`config.mk`:
```
export PLATFORM = sky130hd
export DESIGN_NAME = pixel_scheduler
export DESIGN_NICKNAME = d
export VERILOG_FILES = /design/src/rtl/pixel_scheduler.sv
export SDC_FILE = /design/constraint.sdc
export NUM_CORES = 1
export LEC_CHECK = 0
export CAP_MARGIN = 5
export CELL_PAD_IN_SITES_DETAIL_PLACEMENT = 2
export CELL_PAD_IN_SITES_GLOBAL_PLACEMENT = 2
export CORE_UTILIZATION = 42
export CTS_BUF_LIST = sky130_fd_sc_hd__clkbuf_4
export CTS_CLUSTER_SIZE = 28
export DETAILED_ROUTE_END_ITERATION = 10
export PLACE_DENSITY_LB_ADDON = 0.1
export SETUP_SLACK_MARGIN = 0.15
export SLEW_MARGIN = 40
export SYNTH_ARGS = -nofsm -noshare
export SYNTH_HDL_FRONTEND = slang
export SYNTH_SLANG_ARGS = --single-unit
```
`constraint.sdc`:
```
create_clock -name clk_pixel_in -period 2.9 [get_ports clk_pixel_in]
set_input_delay 0.29 -clock clk_pixel_in [delete_from_list [all_inputs] [get_ports clk_pixel_in]]
set_output_delay 0.29 -clock clk_pixel_in [all_outputs]
set_load 0.005 [all_outputs]
```
`src/rtl/pixel_scheduler.sv`:
```
// Frame scheduler: walks a raymarcher over every pixel in raster order and buffers
// finished pixels in a small FIFO ahead of the framebuffer write port.
module pixel_scheduler #(
  parameter int unsigned WIDTH      = 1280,
  parameter int unsigned HEIGHT     = 720,
  parameter int unsigned FIFO_DEPTH = 4
) (
  input  logic                               clk_pixel_in,
  input  logic                               rst_in,
  input  logic                               start_in,
  output logic [$clog2(WIDTH)-1:0]           curr_x,
  output logic [$clog2(HEIGHT)-1:0]          curr_y,
  output logic                               march_rst_out,
  input  logic                               pixel_done_in,
  input  logic [7:0]                         red_in,
  input  logic [7:0]                         green_in,
  input  logic [7:0]                         blue_in,
  output logic [$clog2(WIDTH*HEIGHT)-1:0]    fb_addr_out,
  output logic [23:0]                        fb_data_out,
  output logic                               fb_valid_out,
  input  logic                               fb_ready_in,
  output logic                               busy_out,
  output logic                               frame_done_out,
  output logic [15:0]                        frame_count_out
);

  localparam int unsigned XW = $clog2(WIDTH);
  localparam int unsigned YW = $clog2(HEIGHT);
  localparam int unsigned AW = $clog2(WIDTH * HEIGHT);
  localparam int unsigned PW = $clog2(FIFO_DEPTH);
  localparam int unsigned CW = PW + 1;

  typedef struct packed {
    logic [AW-1:0] addr;
    logic [23:0]   data;
  } entry_t;

  typedef enum logic [2:0] {
    IDLE  = 3'd0,
    ISSUE = 3'd1,
    MARCH = 3'd2,
    DRAIN = 3'd3,
    DONE  = 3'd4
  } state_t;

  state_t        state, state_n;
  logic [XW-1:0] x_n;
  logic [YW-1:0] y_n;
  logic [AW-1:0] pix_addr, addr_n;
  logic          march_rst_n, busy_n, done_n;
  logic [15:0]   fc_n;

  entry_t        mem [FIFO_DEPTH];
  entry_t        head;
  logic [PW-1:0] rd_ptr, wr_ptr;
  logic [CW-1:0] count, count_n;
  logic [CW:0]   occ_after;
  logic          push, pop, last_pixel;

  assign push       = (state == MARCH) && pixel_done_in;
  assign pop        = fb_valid_out && fb_ready_in;
  assign count_n    = count + CW'(push) - CW'(pop);
  assign occ_after  = (CW+1)'(count) + (CW+1)'(1) - (CW+1)'(pop);
  assign last_pixel = (curr_x == XW'(WIDTH - 1)) && (curr_y == YW'(HEIGHT - 1));

  assign head        = mem[rd_ptr];
  assign fb_addr_out = fb_valid_out ? head.addr : '0;
  assign fb_data_out = fb_valid_out ? head.data : '0;

  // Next-state and registered-output decode
  always_comb begin
    state_n     = state;
    march_rst_n = 1'b1;
    busy_n      = busy_out;
    done_n      = 1'b0;
    fc_n        = frame_count_out;
    x_n         = curr_x;
    y_n         = curr_y;
    addr_n      = pix_addr;
    unique case (state)
      IDLE: begin
        if (start_in) begin
          x_n     = '0;
          y_n     = '0;
          addr_n  = '0;
          busy_n  = 1'b1;
          state_n = ISSUE;
        end
      end
      ISSUE: begin
        if (count < CW'(FIFO_DEPTH)) begin
          march_rst_n = 1'b0;
          state_n     = MARCH;
        end
      end
      MARCH: begin
        march_rst_n = 1'b0;
        if (pixel_done_in) begin
          addr_n = pix_addr + AW'(1);
          if (curr_x == XW'(WIDTH - 1)) begin
            x_n = '0;
            y_n = curr_y + YW'(1);
          end else begin
            x_n = curr_x + XW'(1);
          end
          // Keep marching only if a slot is still free for the next pixel
          if (last_pixel) begin
            x_n         = '0;
            y_n         = '0;
            march_rst_n = 1'b1;
            state_n     = DRAIN;
          end else if (occ_after >= (CW+1)'(FIFO_DEPTH)) begin
            march_rst_n = 1'b1;
            state_n     = ISSUE;
          end
        end
      end
      DRAIN: begin
        if (count == '0) begin
          done_n  = 1'b1;
          fc_n    = frame_count_out + 16'd1;
          busy_n  = 1'b0;
          state_n = DONE;
        end
      end
      DONE: begin
        state_n = IDLE;
      end
      default: begin
        state_n = IDLE;
      end
    endcase
  end

  always_ff @(posedge clk_pixel_in or posedge rst_in) begin
    if (rst_in) begin
      state           <= IDLE;
      curr_x          <= '0;
      curr_y          <= '0;
      pix_addr        <= '0;
      march_rst_out   <= 1'b1;
      busy_out        <= 1'b0;
      frame_done_out  <= 1'b0;
      frame_count_out <= '0;
    end else begin
      state           <= state_n;
      curr_x          <= x_n;
      curr_y          <= y_n;
      pix_addr        <= addr_n;
      march_rst_out   <= march_rst_n;
      busy_out        <= busy_n;
      frame_done_out  <= done_n;
      frame_count_out <= fc_n;
    end
  end

  // FIFO pointers and occupancy; reset discards any buffered pixels
  always_ff @(posedge clk_pixel_in or posedge rst_in) begin
    if (rst_in) begin
      rd_ptr       <= '0;
      wr_ptr       <= '0;
      count        <= '0;
      fb_valid_out <= 1'b0;
    end else begin
      if (push) wr_ptr <= wr_ptr + PW'(1);
      if (pop)  rd_ptr <= rd_ptr + PW'(1);
      count        <= count_n;
      fb_valid_out <= (count_n != '0);
    end
  end

  always_ff @(posedge clk_pixel_in) begin
    if (push) mem[wr_ptr] <= '{addr: pix_addr, data: {red_in, green_in, blue_in}};
  end

  push_never_full: assert property (@(posedge clk_pixel_in) disable iff (rst_in)
    !(push && (count == CW'(FIFO_DEPTH))));

endmodule

```
[Word level (Yosys, flattened, before mapping)]
Memory sizes are Yosys's and may differ from the RTL's.
Index checks and enable logic that the tools add are counted.
Operators by class
  shift-type cells: 0
  order comparisons: 2
  multiply operators: 0
  reduce and logical (&&, ||, !) cells: 13
  add/subtract/negate cells: 10
  mux-type cells: 34
  divide/modulo/power cells: 0
  equal/unequal tests: 11
  bitwise gates (word level): 0
Operators by type and width (number)
  20-bit 2-to-1 mux: 3
  11-bit 2-to-1 mux: 4
  10-bit 2-to-1 mux: 4
  20-bit one-hot mux with 2 select lines: 1
  24-bit 2-to-1 mux: 1
  11-bit one-hot mux with 2 select lines: 1
  20-bit by 1-bit adder with 20-bit output, second input constant: 1
  10-bit one-hot mux with 2 select lines: 1
  3-bit 2-to-1 mux: 6
  16-bit by 1-bit adder with 16-bit output, second input constant: 1
  3-bit one-hot mux with 4 select lines: 1
  11-bit by 1-bit adder with 11-bit output, second input constant: 1
  11-bit == test, second input constant: 1
  10-bit by 1-bit adder with 10-bit output, second input constant: 1
  10-bit == test, second input constant: 1
  1-bit 2-to-1 mux: 10
  2-bit != test, second input constant: 4
  3-bit by 2-bit == test with 1-bit output, second input constant: 2
  3-bit zero test: 2
  3-bit by 2-bit != test with 1-bit output, second input constant: 2
  3-bit AND reduction: 2
  5-bit AND reduction: 1
  2-bit by 1-bit adder with 2-bit output, second input constant: 2
  3-bit by 1-bit adder with 4-bit output, second input constant: 1
  12 further kinds: 16
Word-level totals
  input bits: 29
  logic and storage cells: 83
  bits in writable memories: 176
  output and inout port bits: 85
  bits in read-only memories: 0
  bits in latches: 0
  register bits after elaboration: 71
  memories: 1
Memory list
  mem: depth 4, bits a word 44, rd ports 1, clocked after memory_dff 0, write ports 1, line 53  | entry_t mem [FIFO_DEPTH];

[Longest topological paths before layout]
  depth after elaboration: 7
  depth in mapped cells: 10

[Least setup slack after synthesis]
OpenSTA, ideal clock, no wires.
  kind: flip-flop to flip-flop
  from: reg state[2]
  to: reg fb_valid_out
  setup time: 0.131 ns
  stages on the path, launching flop included: 11
  arrival: 2.489 ns
  data required time: 2.769 ns
  path buffers: 1
  slack: 0.280 ns
  cells stage by stage: dfrtp_1 and4bb_2 clkbuf_1 inv_1 ha_1 inv_1 ha_1 fa_1 xnor2_1 xnor2_1 or3_1
Between the ends
  longest elaborated chain between the ends: 5
RTL lines
  from (decl): line 46  | state_t state, state_n;
  from (signal assigned): line 146  | state <= state_n;
  3-bit by 2-bit == test with 1-bit output: line 60  | assign push = (state == MARCH) && pixel_done_in;
  1-bit logical AND: line 60
  3-bit by 1-bit adder with 3-bit output: line 62  | assign count_n = count + CW'(push) - CW'(pop);
  3-bit by 1-bit subtractor with 3-bit output: line 62
  net count_n[2]: line 56  | logic [CW-1:0] count, count_n;
  3-bit nonzero test: line 168  | fb_valid_out <= (count_n != '0);
  to (signal assigned): line 168
  to (decl): line 20  | output logic fb_valid_out,
The timed path passes the listed nets, and every way through them passes these cells.
A chain may end at the register's enable or synchronous reset.

[Worst setup path in the final report]
  from: reg rd_ptr[0]
  to: out fb_addr_out[13]
Between the ends
  longest elaborated chain between the ends: 2
RTL lines
  from (decl): line 55  | logic [PW-1:0] rd_ptr, wr_ptr;
  from (signal assigned): line 166  | if (pop) rd_ptr <= rd_ptr + PW'(1);
  memory read 4 x 44 bit
  20-bit 2-to-1 mux: line 67  | assign fb_addr_out = fb_valid_out ? head.addr : '0;
  to (decl): line 18  | output logic [$clog2(WIDTH*HEIGHT)-1:0] fb_addr_out,
Every way passes these cells.

==> flow_summary.json <==
{
  "dp_hpwl_um": 16000,
  "synth_area_um2": 10100,
  "yosysWarnings": 0,
  "drc": 0,
  "ant_nets": 0,
  "crit_type": "reg -> out",
  "synth-edff-count": 176,
  "clkSlewWorstSetupHoldPaths_ns": 0.07,
  "yosys-top-cells-count": "176 x edfxtp_1, 70 x dfrtp_1, 54 x and2_1",
  "drtIter0Drc": 303,
  "multiInputGateArea_um2": 2950,
  "final.setup_skew_ns": 0.0522,
  "syn_area_per_cell_um2": 16.2,
  "synth_area_leaders": "edfxtp_1 52%, dfrtp_1 17%, mux4_2 9.8%",
  "cp-end-kind": "output port",
  "required_ns": 2.61,
  "placed_cells": 1055,
  "grtUsageTotal_pct": 24.0,
  "start_util_pct": 43.0,
  "seq_area_um2": 7070,
  "max_slew_margin_pct": 52.4,
  "start_kind": "flop",
  "gr-total-overflow": 0,
  "fp-row-count": 56,
  "die-area_um2": 24800,
  "drtPass1Iterations": 4,
  "antenna_found_initial": 2,
  "cts_tree": "built",
  "ys_types": 50,
  "synth_ff_type": "edfxtp_1",
  "yosysMostFrequentCell": "edfxtp_1",
  "clock_latency_ns": 0.71,
  "numCtsBuffers": 68,
  "hp-class": "in -> reg",
  "syn2layout_area_growth_pct": 29.3,
  "grt_pass1_wl_um": 43400,
  "grt_pass1_vias": 7223,
  "worstPathMaxFanout": 5,
  "yosys.area.top_type": "edfxtp_1",
  "pin_count": 114,
  "rsz0062_at_grt": "yes",
  "synth_fp_nets": 668,
  "tightest_slew_ns": 0.708,
  "hold_viol_final": 0,
  "ctsRootBufferMaster": "clkbuf_4",
  "avgRoutedWirePerCell_um": 23.9,
  "final_cells": 1209,
  "ys_seq_elements": 247,
  "setup_viol": 0,
  "status": "finished clean",
  "cap_violations": 0,
  "place_area_um2": 11800,
  "layout-drive-gt1-share_pct": 28.6,
  "routed_wl_um": 28900,
  "yosysTopAreaCellShare_pct": 52.1,
  "synthCells": 628,
  "io_buffers": 113,
  "async_flop_share_pct": 28.7,
  "finalPower_w": 0.0117,
  "fillers": 2169,
  "vias": 6317,
  "clkSinkCount": 247,
  "grt_max_degree": 46,
  "ir_worst_vdd_v": 0.000436,
  "cellLeakagePower_nw": 5.06,
  "crit_arrival_ns": 2.51,
  "vias_per_cell": 5.22,
  "place_congestion": 0.757,
  "post-route-min-period_ns": 2.80,
  "p_per_area_nw_per_um2": 894,
  "clockBufferDepth": 3,
  "final_nets": 874,
  "drv_slew": 0,
  "post-route-period-util_pct": 96.4,
  "final_area_um2": 13100,
  "core_um2": 23600,
  "ys_seq_area_share_pct": 69.6,
  "max_freq_ghz": 0.358,
  "die_x_um": 157,
  "die_h_um": 157,
  "htree_num_levels": 3
}
-- metal layers --
| layer | track usage (%) | part of all wire (%) | wire length, um |
|---|---|---|---|
| met2 | 42.6 | 53 | 15300 |
| met5 | 0 | 0 | 0 |
| met3 | 6.25 | 5.0 | 1440 |
| met1 | 27.8 | 40 | 11600 |
| met4 | 8.55 | 2.1 | 609 |
-- cells by family (layout without fill, tap and decap cells) --
logic type | after synthesis | count (layout) | synth area share, %
other | 0 | 3 | 0
flip-flops | 247 | 247 | 69.6
adder cells (fa/ha/maj) | 11 | 11 | 1.43
XOR/XNOR | 54 | 54 | 4.74
buffers and inverters | 43 | 302 | 1.68
multiplexers | 47 | 47 | 10.1
AO/OA/AOI/OAI | 27 | 27 | 1.71
AND/OR/NAND/NOR | 199 | 199 | 10.8
-- power by group --
group | internal, W | total (W) | switching (W)
clock network | 0.00180 | 0.00339 | 0.00159
logic | 0.00222 | 0.00395 | 0.00172
registers | 0.00414 | 0.00439 | 0.000246
-- flip-flops by register name, summed over array words and instances, names as in the netlist, 2 cells and up --
name             flops
mem                176
frame_count_out     16
pix_addr            20
rd_ptr               2
wr_ptr               2
count                3
curr_x              11
curr_y              10
state                3
-- final timing paths --
kind	slack (ns)	end	cells after the start	startpoint
max reg2reg	0.39	fb_valid_out	9	state[2]
min reg2reg	0.47	frame_count_out[15]	1	frame_count_out[15]
min in group asynchronous	0.51	pix_addr[14]	3	rst_in
min	0.23	mem[3][1]	1	blue_in[1]
max	0.10	fb_addr_out[13]	6	rd_ptr[0]
max in group asynchronous	1.68	curr_x[7]	4	rst_in
-- stage by stage --
stage | TNS (ns) | util, % | setup slack (ns) | hold WS (ns)
floorplan | 0 | - | 0.280 | 0.389
global route | -0.00510 | 55.5 | -0.00510 | 0.186
finish | 0 | 55.5 | 0.103 | 0.233
detailed placement | 0 | 50.1 | 0.0589 | 0.462
global placement | 0 | 50.0 | 0.184 | 0.460
CTS | 0 | 54.9 | 0.0305 | 0.184
-- cells in the final DEF (no fill, tap or decap), types with 6 or more instances in the layout --
master and instances:
and2_1 40, and2_4 10, and3_1 10, buf_12 12
buf_4 22, buf_6 10, clkbuf_2 7, clkbuf_4 110
clkdlybuf4s50_1 69, clkinv_1 8, dfrtp_1 68, dlygate4sd2_1 14
dlymetal6s2s_1 6, edfxtp_1 176, ha_1 10, inv_1 18
mux4_2 44, nand2_1 25, nand3_1 19, nand4_1 11
nor2_1 44, nor3_1 7, nor4_1 6, o21ai_0 10
xnor2_1 26, xor2_1 27
-- worst max-delay path, stage by stage, from the launching register on --
cell           delay, ns
dfrtp_4             0.54
buf_12              0.16
buf_12              0.12
buf_16              0.13
mux4_2              0.41
and2_1              0.18
dlygate4sd2_1       0.28
-- timing repair --
| item | in CTS | in global routing |
|---|---|---|
| cloned | 4 | 0 |
| gates resized for setup | 80 | 49 |
| hold buffers | 1 | 0 |
| buffers inserted | 14 | 9 |
| endpoints found under the setup margin | 44 | 40 |
| endpoints found under the hold margin | 18 | 0 |
-- final cells by class --
type                       count  area share (%)
clock inverter                13           0.572
antenna                        3          0.0572
clock buffer                 110            6.30
sequential                   247            53.9
timing repair buffer         160            13.1
tap                          319            3.04
inverter                      19           0.544
multi-input combinational    338            22.5
(Power assumes the default switching activity.)
